### config.mk
export PLATFORM = sky130hd
export DESIGN_NAME = ps2_rx_fifo
export DESIGN_NICKNAME = d
export VERILOG_FILES = /design/src/rtl/ps2_rx_fifo_pkg.sv /design/src/rtl/ps2_rx_fifo_byte_fifo.sv /design/src/rtl/ps2_rx_fifo.sv
export SDC_FILE = /design/constraint.sdc
export NUM_CORES = 1
export LEC_CHECK = 0
export CAP_MARGIN = 20
export CORE_MARGIN = 2
export CORE_UTILIZATION = 35
export DETAILED_ROUTE_END_ITERATION = 6
export PLACE_DENSITY = 0.63
export SLEW_MARGIN = 20
export SYNTH_ARGS = -nofsm -noshare
export SYNTH_HDL_FRONTEND = slang
export SYNTH_SLANG_ARGS = --single-unit
### constraint.sdc
create_clock -name clk -period 3 [get_ports clk]
set_input_delay 0.45 -clock clk [delete_from_list [all_inputs] [get_ports clk]]
set_output_delay 0.45 -clock clk [all_outputs]
set_load 0.005 [all_outputs]
### src/rtl/ps2_rx_fifo_pkg.sv
// Shared definitions for the PS/2 receiver: FSM states, frame geometry and the
// odd-parity helper.
package ps2_rx_fifo_pkg;

  typedef enum logic [1:0] {
    ST_IDLE,
    ST_DATA,
    ST_PARITY,
    ST_STOP
  } ps2_state_e;

  localparam int PS2_FRAME_BITS = 11;
  localparam int PS2_DATA_BITS  = 8;

  // Parity bit a well-behaved device sends for this byte.
  function automatic logic odd_parity(input logic [PS2_DATA_BITS-1:0] b);
    return ~^b;
  endfunction

endpackage

### src/rtl/ps2_rx_fifo_byte_fifo.sv
// Show-ahead synchronous byte FIFO. The head is presented combinationally and
// reads as zero while the FIFO is empty.
module ps2_byte_fifo #(
  parameter int DATA_W = 8,
  parameter int DEPTH  = 8
) (
  input  logic                     clk,
  input  logic                     reset,
  input  logic                     wr_en,
  input  logic [DATA_W-1:0]        wr_data,
  input  logic                     rd_en,
  output logic [DATA_W-1:0]        rd_data,
  output logic                     full,
  output logic                     empty,
  output logic [$clog2(DEPTH):0]   count
);

  localparam int AW = $clog2(DEPTH);

  logic [DATA_W-1:0] mem_q [DEPTH];
  logic [AW-1:0]     wr_ptr_q, wr_ptr_d;
  logic [AW-1:0]     rd_ptr_q, rd_ptr_d;
  logic [AW:0]       count_q, count_d;
  logic              do_wr, do_rd;

  assign full  = (count_q == (AW+1)'(DEPTH));
  assign empty = (count_q == '0);
  assign count = count_q;
  assign rd_data = empty ? '0 : mem_q[rd_ptr_q];

  // A write into a full FIFO is only legal when the head leaves the same cycle.
  assign do_rd = rd_en & ~empty;
  assign do_wr = wr_en & (~full | do_rd);

  always_comb begin
    wr_ptr_d = wr_ptr_q;
    rd_ptr_d = rd_ptr_q;
    count_d  = count_q;
    if (do_wr) wr_ptr_d = wr_ptr_q + AW'(1);
    if (do_rd) rd_ptr_d = rd_ptr_q + AW'(1);
    if (do_wr && !do_rd)      count_d = count_q + (AW+1)'(1);
    else if (!do_wr && do_rd) count_d = count_q - (AW+1)'(1);
  end

  always_ff @(posedge clk) begin
    if (reset) begin
      wr_ptr_q <= '0;
      rd_ptr_q <= '0;
      count_q  <= '0;
    end else begin
      wr_ptr_q <= wr_ptr_d;
      rd_ptr_q <= rd_ptr_d;
      count_q  <= count_d;
    end
  end

  always_ff @(posedge clk) begin
    if (do_wr) mem_q[wr_ptr_q] <= wr_data;
  end

endmodule

### src/rtl/ps2_rx_fifo.sv
// PS/2 device-to-host receiver: pin synchronisers, ps2_clk glitch filter, frame
// FSM with stall timeout, and a show-ahead byte FIFO toward the decoder.
module ps2_rx_fifo
  import ps2_rx_fifo_pkg::*;
#(
  parameter int FILTER_LEN   = 8,
  parameter int TIMEOUT_CYC  = 100000,
  parameter int FIFO_DEPTH   = 8,
  parameter int CHECK_PARITY = 1
) (
  input  logic                          clk,
  input  logic                          reset,
  input  logic                          ps2_clk,
  input  logic                          ps2_data,
  input  logic                          rd_en,
  output logic [PS2_DATA_BITS-1:0]      ps2_data_out,
  output logic                          data_valid,
  output logic                          fifo_full,
  output logic [$clog2(FIFO_DEPTH):0]   fifo_count,
  output logic                          pulso_done,
  output logic                          parity_err,
  output logic                          frame_err,
  output logic                          overflow
);

  localparam int HF  = FILTER_LEN / 2;
  localparam int TW  = $clog2(TIMEOUT_CYC);
  localparam int BCW = $clog2(PS2_DATA_BITS);

  ps2_state_e               state_q, state_d;
  logic [1:0]               clk_sync_q, clk_sync_d;
  logic [1:0]               dat_sync_q, dat_sync_d;
  logic [FILTER_LEN-1:0]    filt_q, filt_d;
  logic [BCW-1:0]           bitcnt_q, bitcnt_d;
  logic [PS2_DATA_BITS-1:0] byte_q, byte_d;
  logic                     par_q, par_d;
  logic [TW-1:0]            tmo_q, tmo_d;
  logic                     done_q, done_d, perr_q, perr_d;
  logic                     ferr_q, ferr_d, ovf_q, ovf_d;
  logic                     strobe, dat, push, pop;
  logic                     f_full, f_empty;

  assign dat = dat_sync_q[1];
  // Older half of the window high, newer half low: one strobe per clean fall.
  assign strobe = (filt_q[FILTER_LEN-1:HF] == '0) && (&filt_q[HF-1:0]);
  assign pop = rd_en & ~f_empty;

  always_comb begin
    clk_sync_d = {clk_sync_q[0], ps2_clk};
    dat_sync_d = {dat_sync_q[0], ps2_data};
    filt_d     = {clk_sync_q[1], filt_q[FILTER_LEN-1:1]};
  end

  always_comb begin
    state_d  = state_q;
    bitcnt_d = bitcnt_q;
    byte_d   = byte_q;
    par_d    = par_q;
    tmo_d    = (strobe || state_q == ST_IDLE) ? '0 : tmo_q + TW'(1);
    push     = 1'b0;
    done_d   = 1'b0;
    perr_d   = 1'b0;
    ferr_d   = 1'b0;
    ovf_d    = 1'b0;
    if (strobe) begin
      case (state_q)
        ST_IDLE: if (!dat) begin
          state_d  = ST_DATA;
          bitcnt_d = '0;
        end
        ST_DATA: begin
          byte_d   = {dat, byte_q[PS2_DATA_BITS-1:1]};
          bitcnt_d = bitcnt_q + BCW'(1);
          if (bitcnt_q == BCW'(PS2_DATA_BITS-1)) state_d = ST_PARITY;
        end
        ST_PARITY: begin
          par_d   = dat;
          state_d = ST_STOP;
        end
        ST_STOP: begin
          state_d = ST_IDLE;
          if (!dat)                                             ferr_d = 1'b1;
          else if (CHECK_PARITY != 0 && odd_parity(byte_q) != par_q) perr_d = 1'b1;
          else if (f_full && !pop)                              ovf_d  = 1'b1;
          else begin
            push   = 1'b1;
            done_d = 1'b1;
          end
        end
        default: state_d = ST_IDLE;
      endcase
    end else if (state_q != ST_IDLE && tmo_q == TW'(TIMEOUT_CYC-1)) begin
      state_d  = ST_IDLE;
      bitcnt_d = '0;
      byte_d   = '0;
      tmo_d    = '0;
      ferr_d   = 1'b1;
    end
  end

  always_ff @(posedge clk) begin
    if (reset) begin
      state_q    <= ST_IDLE;
      clk_sync_q <= '1;
      dat_sync_q <= '1;
      filt_q     <= '1;
      bitcnt_q   <= '0;
      byte_q     <= '0;
      par_q      <= 1'b0;
      tmo_q      <= '0;
      done_q     <= 1'b0;
      perr_q     <= 1'b0;
      ferr_q     <= 1'b0;
      ovf_q      <= 1'b0;
    end else begin
      state_q    <= state_d;
      clk_sync_q <= clk_sync_d;
      dat_sync_q <= dat_sync_d;
      filt_q     <= filt_d;
      bitcnt_q   <= bitcnt_d;
      byte_q     <= byte_d;
      par_q      <= par_d;
      tmo_q      <= tmo_d;
      done_q     <= done_d;
      perr_q     <= perr_d;
      ferr_q     <= ferr_d;
      ovf_q      <= ovf_d;
    end
  end

  ps2_byte_fifo #(.DATA_W(PS2_DATA_BITS), .DEPTH(FIFO_DEPTH)) u_fifo (
    .clk     (clk),
    .reset   (reset),
    .wr_en   (push),
    .wr_data (byte_q),
    .rd_en   (rd_en),
    .rd_data (ps2_data_out),
    .full    (f_full),
    .empty   (f_empty),
    .count   (fifo_count)
  );

  assign data_valid = ~f_empty;
  assign fifo_full  = f_full;
  assign pulso_done = done_q;
  assign parity_err = perr_q;
  assign frame_err  = ferr_q;
  assign overflow   = ovf_q;

endmodule

==> results of run 1 <==
[timing repair]
action                                  CTS  global route
hold endpoints to repair                  0             0
buffers inserted                          0             1
endpoints found under the setup margin    0             1
resized for setup                         0             4
[stage by stage]
| step | area [um2] | worst slack [ns] | power (uW) | TNS [ns] |
|---|---|---|---|---|
| after global routing | 6280 | 0.0323 | 4870 | 0 |
| final | 6280 | 0.192 | 4630 | 0 |
| after detailed placement | 5720 | -0.00504 | 2840 | -0.00504 |
| after global placement | 5720 | 0.0765 | 2820 | 0 |
| after CTS | 6250 | 0.0900 | 4680 | 0 |
| after floorplan | 5200 | 0.0346 | 2440 | 0 |
[registers in the layout (all words and copies together), names as in the netlist, named ones only]
signal	count
u_fifo.wr_ptr_q	3
u_fifo.count	4
parity_err	1
bitcnt_q	3
pulso_done	1
frame_err	1
tmo_q	17
byte_q	8
state_q	2
clk_sync_q	2
dat_sync_q	2
u_fifo.mem_q	64
overflow	1
u_fifo.rd_ptr_q	3
par_q	1
filt_q	8
[worst max path at each step]
stage | slack, ns | endpoint | startpoint | cells past startpoint
2_1_floorplan | 0.03 | u_fifo.count[3] | byte_q[2] | 13
3_3_place_gp | 0.08 | u_fifo.count[3] | rd_en | 13
3_5_place_dp | -0.005 | u_fifo.count[3] | rd_en | 13
4_1_cts | 0.09 | u_fifo.count[3] | byte_q[3] | 13
5_1_grt | 0.03 | u_fifo.count[3] | byte_q[3] | 13
6_report | 0.19 | u_fifo.count[3] | byte_q[3] | 13
[routing by layer]
metal | up-vias | wire length, um
met2 | 45 | 4730
met1 | 1535 | 4360
met3 | 11 | 340
met4 | 0 | 122
li1 | 1518 | -
met5 | - | 0
[kinds of logic (layout without fill, tap and decap cells)]
group | after synthesis | in the layout | synth area share, %
AO/OA/AOI/OAI | 27 | 27 | 3.32
AND/OR/NAND/NOR | 147 | 147 | 16.4
XOR/XNOR | 28 | 28 | 5.15
flip-flops | 124 | 124 | 60.0
multiplexers | 28 | 28 | 9.24
buffers and inverters | 25 | 85 | 2.65
adder cells (fa/ha/maj) | 13 | 13 | 3.27
[area by class of cell]
class | instances | area, um2 | area share, %
clock buffers | 18 | 429 | 6.84
clock inverters | 13 | 104 | 1.65
inverters | 7 | 26.3 | 0.418
multi-input cells | 243 | 1950 | 31.1
flip-flops and latches | 124 | 3130 | 49.8
well taps | 184 | 230 | 3.67
repair buffers | 47 | 408 | 6.50
[power by group]
part | internal [uW] | switching (uW)
Clock | 1120 | 713
Sequential | 1810 | 62.5
Combinational | 532 | 390
[layout by cell type, fill, tap and decap left out, types with 3 or more instances in the layout]
cell type	instances
sky130_fd_sc_hd__nand3_1	14
sky130_fd_sc_hd__nand4_1	8
sky130_fd_sc_hd__mux4_2	16
sky130_fd_sc_hd__inv_1	6
sky130_fd_sc_hd__ha_1	12
sky130_fd_sc_hd__xnor2_1	10
sky130_fd_sc_hd__dfxtp_1	59
sky130_fd_sc_hd__xor2_1	15
sky130_fd_sc_hd__and3_1	12
sky130_fd_sc_hd__mux2i_1	12
sky130_fd_sc_hd__clkinv_1	3
sky130_fd_sc_hd__nor2b_1	3
sky130_fd_sc_hd__nor2_4	8
sky130_fd_sc_hd__a21oi_1	9
sky130_fd_sc_hd__clkdlybuf4s50_1	22
sky130_fd_sc_hd__nor2_1	42
sky130_fd_sc_hd__clkinvlp_4	4
sky130_fd_sc_hd__nand2b_1	4
sky130_fd_sc_hd__or2_2	12
sky130_fd_sc_hd__and2_1	4
sky130_fd_sc_hd__edfxtp_1	64
sky130_fd_sc_hd__a31oi_1	8
sky130_fd_sc_hd__nor3_1	9
sky130_fd_sc_hd__clkinv_2	3
sky130_fd_sc_hd__buf_4	25
sky130_fd_sc_hd__clkbuf_16	17
sky130_fd_sc_hd__nand2_1	14
==> results.md, run 1 <==
- Async set or reset register ratio after synthesis: 0%
- Worst flop-to-flop path endpoint: u_fifo.count[3]
- Standard-cell rows: 44
- Reg-to-Reg Start: byte_q[3]
- Clock-pin slew on the worst setup and hold paths: 0.05 ns
- Placeable core region: 0.0145 mm2
- Crit path kind: flip-flop to flip-flop
- Sum of routed wire length over all layers: 9.56 mm
- Setup repair after global routing missed its margin: false
- Placer congestion estimate: 0.739
- Endpoint type of the worst setup path: flip-flop
- Worst-case vdd ir drop: 0.433 mV
- Via density: 4.89
- Register bit total from synthesis: 124
- Number of fill cells: 1351
- Initial Util: 35.8%
- Floorplan die height: 126 um
- Maximum level of the CTS H-tree: 4
- Run status: complete, no violations
- Crit path required time: 3.34 ns
- Total via count in the routed design: 3109
- Area share of the largest cell type after synthesis: 36.9%
- Biggest area consumer among synthesized cells: sky130_fd_sc_hd__edfxtp_1
- Area of the die: 0.0159 mm2
- Layout overhead on the synthesized area: 20.7%
- Number of buffer cells added on primary ports: 22
- WHS Path Cells: 1
- Half-perimeter wire length after detailed placement: 6.07 mm
- Maximum number of pins on one net before global-route repair: 43
- Endpoint of the worst hold-timing path: filt_q[7]
- Synthesized instance count: 392
- Via count of the first global-routing pass: 3103
- Leakage Power: 0.00220 uW
- Final Net Count: 458
- Final clock skew: 0.00599 ns
- Number of nets still failing antenna checks after routing: 0
- Met2 layer usage reported by global route: 20.8%
- Number of unique standard cell types used by synthesis: 51
- Sequence of cells on the critical path: xnor2_2, xnor3_2, xor2_2, nand2_2, inv_2, ha_1, inv_1, ha_1, a21o_1, a21oi_2, xnor2_1, or3_1, a21oi_1
- GR Util All Layers: 12.8%
- Max-Cap Viols: 0
- Top Family by Delay on Critical Path: XOR/XNOR gates
- 1st-pass router iterations: 4
- Final count of pins violating max slew: 0
- Number of nets produced by synthesis: 410
- TritonCTS Sinks: 124
- Most repeated cell in the gate-level netlist after synthesis: sky130_fd_sc_hd__edfxtp_1
- Peak per-stage delay on the critical path: 0.47 ns
- CTS Buf Count: 17
- Detailed Route Iter0 Violations: 220
- Insertion delay of the later-clocked pin in the worst-skew pair: 0.41 ns
- Flop2flop setup slack: 0.19 ns
- Routing usage on met3: 4.63%
- Cell occurring most often along the worst timing path: sky130_fd_sc_hd__ha_1
- CTS Root Cell: sky130_fd_sc_hd__clkbuf_16
- Gr ovfl total: 0
- Clock tree from TritonCTS: done
- Busiest grt layer: met2
- Share of cells above drive strength 1: 22.8%
- Yosys warning total: 0
- Peak Freq: 356 MHz
- Worst reg2reg path depth: 13
- Post-synth EDFFs: 64
- Power Dens Cells: 737 mW/mm2
- X dimension of the die: 126 um
- Slowest-stage cell, CP: sky130_fd_sc_hd__xnor3_2
- Fin crit period: 2.81 ns
- First-pass GRT wire length: 15.8 mm
- Final routed DRC violation total: 0
- Worst Hold Class: flip-flop to flip-flop
- Relative slew slack: 58.8%
- Hold Crit Start: clk_sync_q[1]
- Fraction of the yosys area taken by sequential cells: 60.0%
- Final Setup Violations: 0
- Final cell count without fillers: 636
- Global routing usage on met1: 16.2%
- IO Count: 23
- CTS Buffer Depth: 2
- Worst hold slack after final layout: 0.404 ns
- Most used standard cells in the synthesized netlist: 64 x sky130_fd_sc_hd__edfxtp_1, 60 x sky130_fd_sc_hd__dfxtp_1, 42 x sky130_fd_sc_hd__nor2_1, 16 x sky130_fd_sc_hd__mux4_2, 15 x sky130_fd_sc_hd__xor2_1
- Hold violation count in the final report: 0
- Leading register cell type out of synthesis: sky130_fd_sc_hd__edfxtp_1
- Least-Margin Pin Slew: 0.613 ns
- Synthesized cell area: 0.00520 mm2
- Data arrival time at the worst-slack endpoint: 3.15 ns
- WP buf/inv: 2
- Number of antenna repair diodes: 0
- Fin crit share: 93.6%
- Hold-fix buffers, CTS: 0
- Post-detailed-route wirelength per cell: 15.0 um
- Main area contributors after synthesis: sky130_fd_sc_hd__edfxtp_1 37%, sky130_fd_sc_hd__dfxtp_1 23%, sky130_fd_sc_hd__mux4_2 6.9%, sky130_fd_sc_hd__nor2_1 3.0%, sky130_fd_sc_hd__ha_1 2.9%
- Max Fanout on Critical Path: 5
- Type of element launching the critical path: flip-flop
- Initial antenna violation count: 0
- Placed cells: 604
- Average cell area after synthesis: 13.3 um2
- Share of the core filled with cells: 43.2%
No activity file was read; power rests on OpenSTA's default activity.
==> run 2, diff against run 1 <==
Settings changed: SKIP_LAST_GASP set to 1.
==> results of run 2 <==
The final DEF is identical to that of run 1; final timing and power are the same.
==> run 3, diff against run 2 <==
Settings changed: TNS_END_PERCENT set to 30.
==> results of run 3 <==
The final DEF is identical to that of run 1; final timing and power are the same.
